<file path="src/rtl/alu_sequencer_if.sv">
// alu_sequencer_if: command, response and external-ALU signals of the ALU sequencer.
interface alu_sequencer_if #(parameter int size = 8);
    logic            cmd_valid;
    logic            cmd_ready;
    logic [2:0]      cmd_op;
    logic [size-1:0] cmd_a;
    logic [size-1:0] cmd_b;
    logic            cmd_cin;
    logic            rsp_valid;
    logic            rsp_ready;
    logic [size-1:0] rsp_data;
    logic [size-1:0] alu_a;
    logic [size-1:0] alu_b;
    logic            alu_cin;
    logic [5:0]      alu_sel;
    logic [size-1:0] alu_y;
    modport master (
        output cmd_valid, cmd_op, cmd_a, cmd_b, cmd_cin, rsp_ready, alu_y,
        input  cmd_ready, rsp_valid, rsp_data, alu_a, alu_b, alu_cin, alu_sel
    );
    modport slave (
        input  cmd_valid, cmd_op, cmd_a, cmd_b, cmd_cin, rsp_ready, alu_y,
        output cmd_ready, rsp_valid, rsp_data, alu_a, alu_b, alu_cin, alu_sel
    );
endinterface

</file>
<file path="src/rtl/alu_sequencer.sv">
// alu_sequencer: sequences single ops and shift-add multiply through an external combinational ALU.
module alu_sequencer #(parameter int size = 8) (
    input  logic          clk,
    input  logic          rst_n,
    alu_sequencer_if.slave bus
);
    typedef enum logic [2:0] {IDLE, EXEC, MUL_ADD, MUL_SHF, DONE} state_t;
    localparam int cw = $clog2(size) + 1;
    localparam logic [5:0] sel_tab [8] = '{6'b010001, 6'b010101, 6'b011000, 6'b011001,
                                          6'b011010, 6'b110000, 6'b000000, 6'b010000};
    state_t state, nxt;
    logic [2:0] op;
    logic cin;
    logic [size-1:0] acc, mcand, mplier, data;
    logic [cw-1:0] cnt;
    logic accept, last;
    assign accept = bus.cmd_valid && bus.cmd_ready;
    assign last = cnt == cw'(size - 1);
    assign bus.rsp_data = data;
    always_ff @(posedge clk or negedge rst_n) begin
        if (!rst_n) state <= IDLE;
        else state <= nxt;
    end
    always_comb begin
        nxt = state;
        case (state)
            IDLE:    if (accept) nxt = (bus.cmd_op == 3'd7) ? MUL_ADD : EXEC;
            EXEC:    nxt = DONE;
            MUL_ADD: nxt = MUL_SHF;
            MUL_SHF: nxt = last ? DONE : MUL_ADD;
            DONE:    if (bus.rsp_ready) nxt = IDLE;
            default: nxt = IDLE;
        endcase
        bus.cmd_ready = (state == IDLE) && rst_n;
        bus.rsp_valid = state == DONE;
        // mcand/mplier double as the A/B operand registers for single-cycle ops
        bus.alu_a = (state == EXEC || state == MUL_SHF) ? mcand : (state == MUL_ADD) ? acc : '0;
        bus.alu_b = (state == EXEC) ? mplier : (state == MUL_ADD) ? mcand : '0;
        bus.alu_cin = (state == EXEC) && (op[2:1] == 2'b00) && cin;
        bus.alu_sel = (state == EXEC) ? sel_tab[op] :
                      (state == MUL_ADD) ? (mplier[0] ? 6'b010100 : 6'b010000) :
                      (state == MUL_SHF) ? 6'b110000 : 6'b010000;
    end
    always_ff @(posedge clk or negedge rst_n) begin
        if (!rst_n) begin
            op <= '0;
            cin <= 1'b0;
            acc <= '0;
            mcand <= '0;
            mplier <= '0;
            cnt <= '0;
            data <= '0;
        end else if (accept) begin
            op <= bus.cmd_op;
            cin <= bus.cmd_cin;
            mcand <= bus.cmd_a;
            mplier <= bus.cmd_b;
            acc <= '0;
            cnt <= '0;
        end else if (state == EXEC) begin
            data <= bus.alu_y;
        end else if (state == MUL_ADD) begin
            acc <= bus.alu_y;
            mplier <= mplier >> 1;
        end else if (state == MUL_SHF) begin
            mcand <= bus.alu_y;
            cnt <= cnt + 1'b1;
            if (last) data <= acc;
        end
    end
endmodule

</file>
<file path="src/flat_wrapper.sv">
// flat-port wrapper written by rule: the top's interface ports become plain ports
module alu_sequencer_flat 
#(parameter int size = 8)
  (clk, rst_n, bus_cmd_valid, bus_cmd_op, bus_cmd_a, bus_cmd_b, bus_cmd_cin, bus_rsp_ready, bus_alu_y, bus_cmd_ready, bus_rsp_valid, bus_rsp_data, bus_alu_a, bus_alu_b, bus_alu_cin, bus_alu_sel);
  alu_sequencer_if #(.size(size)) bus_i ();
  input  logic clk;
  input  logic rst_n;
  input wire logic [$bits(bus_i.cmd_valid)-1:0] bus_cmd_valid;
  input wire logic [$bits(bus_i.cmd_op)-1:0] bus_cmd_op;
  input wire logic [$bits(bus_i.cmd_a)-1:0] bus_cmd_a;
  input wire logic [$bits(bus_i.cmd_b)-1:0] bus_cmd_b;
  input wire logic [$bits(bus_i.cmd_cin)-1:0] bus_cmd_cin;
  input wire logic [$bits(bus_i.rsp_ready)-1:0] bus_rsp_ready;
  input wire logic [$bits(bus_i.alu_y)-1:0] bus_alu_y;
  output wire logic [$bits(bus_i.cmd_ready)-1:0] bus_cmd_ready;
  output wire logic [$bits(bus_i.rsp_valid)-1:0] bus_rsp_valid;
  output wire logic [$bits(bus_i.rsp_data)-1:0] bus_rsp_data;
  output wire logic [$bits(bus_i.alu_a)-1:0] bus_alu_a;
  output wire logic [$bits(bus_i.alu_b)-1:0] bus_alu_b;
  output wire logic [$bits(bus_i.alu_cin)-1:0] bus_alu_cin;
  output wire logic [$bits(bus_i.alu_sel)-1:0] bus_alu_sel;
  assign bus_i.cmd_valid = bus_cmd_valid;
  assign bus_i.cmd_op = bus_cmd_op;
  assign bus_i.cmd_a = bus_cmd_a;
  assign bus_i.cmd_b = bus_cmd_b;
  assign bus_i.cmd_cin = bus_cmd_cin;
  assign bus_i.rsp_ready = bus_rsp_ready;
  assign bus_i.alu_y = bus_alu_y;
  assign bus_cmd_ready = bus_i.cmd_ready;
  assign bus_rsp_valid = bus_i.rsp_valid;
  assign bus_rsp_data = bus_i.rsp_data;
  assign bus_alu_a = bus_i.alu_a;
  assign bus_alu_b = bus_i.alu_b;
  assign bus_alu_cin = bus_i.alu_cin;
  assign bus_alu_sel = bus_i.alu_sel;
  alu_sequencer #(.size(size)) u_core (.clk(clk), .rst_n(rst_n), .bus(bus_i));
endmodule
</file>
<file path="config.mk">
export PLATFORM = sky130hd
export DESIGN_NAME = alu_sequencer_flat
export DESIGN_NICKNAME = d
export VERILOG_FILES = /design/src/rtl/alu_sequencer_if.sv /design/src/rtl/alu_sequencer.sv /design/src/flat_wrapper.sv
export SDC_FILE = /design/constraint.sdc
export NUM_CORES = 1
export LEC_CHECK = 0
export CAP_MARGIN = 10
export CORE_UTILIZATION = 55
export CTS_CLUSTER_DIAMETER = 120
export DETAILED_ROUTE_END_ITERATION = 7
export DONT_BUFFER_PORTS = 1
export PLACE_DENSITY = 0.8
export REMOVE_ABC_BUFFERS = 1
export SYNTH_ARGS = -nofsm -noshare
export SYNTH_HDL_FRONTEND = slang
export SYNTH_SLANG_ARGS = --single-unit
export TNS_END_PERCENT = 10
</file>
<file path="constraint.sdc">
create_clock -name clk -period 1.96 [get_ports clk]
set_input_delay 0.392 -clock clk [delete_from_list [all_inputs] [get_ports clk]]
set_output_delay 0.392 -clock clk [all_outputs]
set_load 0.05 [all_outputs]
</file>
==> results.json <==
{
  "finalSetupViolCount": 12,
  "core_area_um2": 4000,
  "violations": "negative setup slack",
  "netlist.top_cell.by_area": "dfrtp_1",
  "cts.sinks": 43,
  "grt_antenna_before_repair": 0,
  "grt_pass1_vias": 1948,
  "diodes": 0,
  "fmax_mhz": 489,
  "dp_hpwl_um": 4060,
  "grt_max_degree": 44,
  "groute.usage.overall_pct": 30.3,
  "start_util_pct": 57.1,
  "wl_per_cell_um": 21.1,
  "cts.clk_slew.worst_paths_ns": 0.08,
  "ctsHtreeMaxLevel": 2,
  "yosys-top-cells-count": "43 x dfrtp_1, 20 x nand2_1, 17 x mux2_2",
  "cts_buffers": 5,
  "rsz0062_at_grt": "yes",
  "worst_pin_slew_ns": 0.643,
  "cellLeakagePower_nw": 1.33,
  "synth_area_leaders": "dfrtp_1 47%, mux2_2 8.4%, a221o_1 5.3%",
  "worstSkewPairLatency_ns": 0.29,
  "numPortBuffers": 0,
  "crit_path_end_kind": "output port",
  "die_area_um2": 4420,
  "seq_area_frac_synth_pct": 47.1,
  "die_w_um": 66.5,
  "die_h_um": 66.5,
  "async_reset_ff_share_pct": 100,
  "drive_gt1_share_pct": 34.4,
  "routed_wirelength_um": 6330,
  "syn_avg_cell_area_um2": 10.6,
  "crit_fanout": 6,
  "yosysMostFrequentCell": "dfrtp_1",
  "grt_pass1_wl_um": 9580,
  "fin_ws_ns": -0.0851,
  "crit_path_start_kind": "flip-flop",
  "dr.first_iter.drc_count": 216,
  "post_drt_via_cell_ratio": 6.38,
  "finalMaxSlewViolations": 0,
  "hold_slack_ns": 0.221,
  "relSlewSlack_pct": 57.1,
  "layout_min_cycle_time_ns": 2.05,
  "finalCoreUtilization_pct": 75.5,
  "synthCells": 215,
  "ys_warn_count": 0,
  "synth-edff-count": 0,
  "regArea_um2": 1080,
  "finalWeightedCongestion": 0.792,
  "overflow": 0,
  "cp.arrival_ns": 1.65,
  "synth_area_um2": 2280,
  "num_vias": 1914,
  "ios": 65,
  "row_count": 23,
  "nets": 283,
  "synth_seq_cells": 43,
  "ant_nets": 0,
  "ctsLongestPathBuffers": 2,
  "post-route-period-util_pct": 104,
  "p_per_area_nw_per_um2": 1690,
  "fillers": 253,
  "synthDistinctLibCells": 37,
  "multiInputGateArea_um2": 1180,
  "critPathKind": "reg -> out",
  "skew_ns": 0.00710,
  "drv_cap": 0,
  "ir_worst_vdd_uv": 947,
  "area_growth_syn_to_layout_pct": 32.1,
  "first_pass_iters": 4,
  "root_buffer": "clkbuf_8",
  "min_path_type": "in -> reg",
  "final-hold-violation-count": 0,
  "drcViolationCount": 0,
  "synthFlopType": "dfrtp_1",
  "cts_tree": "built",
  "synth_top_area_share_pct": 47.1,
  "status": "finished with violations",
  "crit_required_ns": 1.57
}
layout make-up:
class                           count  area share, %
Clock inverter                      1          0.995
Multi-Input combinational cell    152           39.1
Sequential cell                    43           35.6
Timing Repair Buffer               45           19.4
Clock buffer                        6           2.40
Tap cell                           50           2.07
Inverter                            3          0.373
worst paths after layout:
kind,startpoint,end,depth (start not counted),slack (ns)
worst max-delay path,u_core.state[2]$_DFFE_PN0P_,bus_alu_sel[2],4,-0.09
worst min-delay path,bus_alu_y[0],u_core.acc[0]$_DFFE_PN0P_,2,0.22
worst max register to register,u_core.state[0]$_DFFE_PN0P_,u_core.mcand[1]$_DFFE_PN0P_,5,0.14
worst min register to register,u_core.cin$_DFFE_PN0P_,u_core.cin$_DFFE_PN0P_,1,0.54
max in group asynchronous,rst_n,u_core.bus.rsp_data[6]$_DFFE_PN0P_,2,1.16
min in group asynchronous,rst_n,u_core.mplier[3]$_DFFE_PN0P_,2,0.58
critical path, cell delays in order, from the launching register on:
cell,delay (ns)
dfrtp_1,0.41
or3b_4,0.45
nor3_4,0.15
a22o_1,0.20
buf_12,0.14
layout by cell type, fill, tap and decap left out, types with 7 or more instances in the layout:
cell type / n
dfrtp_1: 43
nand2_1: 20
mux2_2: 17
buf_4: 17
and2_1: 15
o21ai_0: 15
buf_12: 14
a221o_1: 12
buf_6: 12
nor2_1: 11
a21oi_1: 7
cell families (layout without fill, tap and decap cells):
| kind of cell | after synthesis | count (layout) | share of synthesized area, % |
|---|---|---|---|
| compound gates | 54 | 54 | 17.4 |
| fa+ha+maj | 1 | 1 | 0.548 |
| mux | 24 | 24 | 11.9 |
| flops | 43 | 43 | 47.1 |
| buf+inv | 20 | 55 | 4.82 |
| xor+xnor | 1 | 1 | 0.383 |
| simple gates | 72 | 72 | 17.9 |
state kept, by name, indices dropped and copies added (netlist names):
register,cells
u_core.acc,8
u_core.bus.rsp_data,8
u_core.mcand,8
u_core.mplier,8
u_core.cnt,4
u_core.op,3
u_core.state,3
u_core.cin,1
power by group:
group / total (mW) / internal [mW] / switching, mW
clock network: 0.666 / 0.374 / 0.293
registers: 1.90 / 1.25 / 0.651
logic: 2.55 / 1.22 / 1.33
through the flow:
stage	setup TNS [ns]	cells	worst slack, ns	power [mW]	instance area (um^2)
2_1_floorplan	-8.93	198	-1.18	3.22	2190
3_3_place_gp	0	288	0.159	4.07	2730
3_5_place_dp	0	288	0.105	4.16	2730
4_1_cts	-1.15	299	-0.108	4.96	2940
5_1_grt	-1.71	300	-0.150	5.35	3020
6_report	-0.629	300	-0.0851	5.11	3020
metal layers:
metal | part of all wire [%] | track usage [%] | vias up | routed length, um
li1 | - | - | 851 | -
met2 | 52 | 49.7 | 98 | 3280
met3 | 9.0 | 7.53 | 8 | 569
met1 | 38 | 36.8 | 957 | 2380
met5 | 0 | 0 | - | 0
met4 | 1.6 | 15.4 | 0 | 99
timing repair:
item	CTS	global route
setup endpoints to repair	22	24
pin swaps	4	5
gates cloned	1	0
setup buffers	1	1
hold buffers	2	0
gates resized for setup	10	14
hold endpoints to repair	43	0
(Power assumes the default switching activity.)
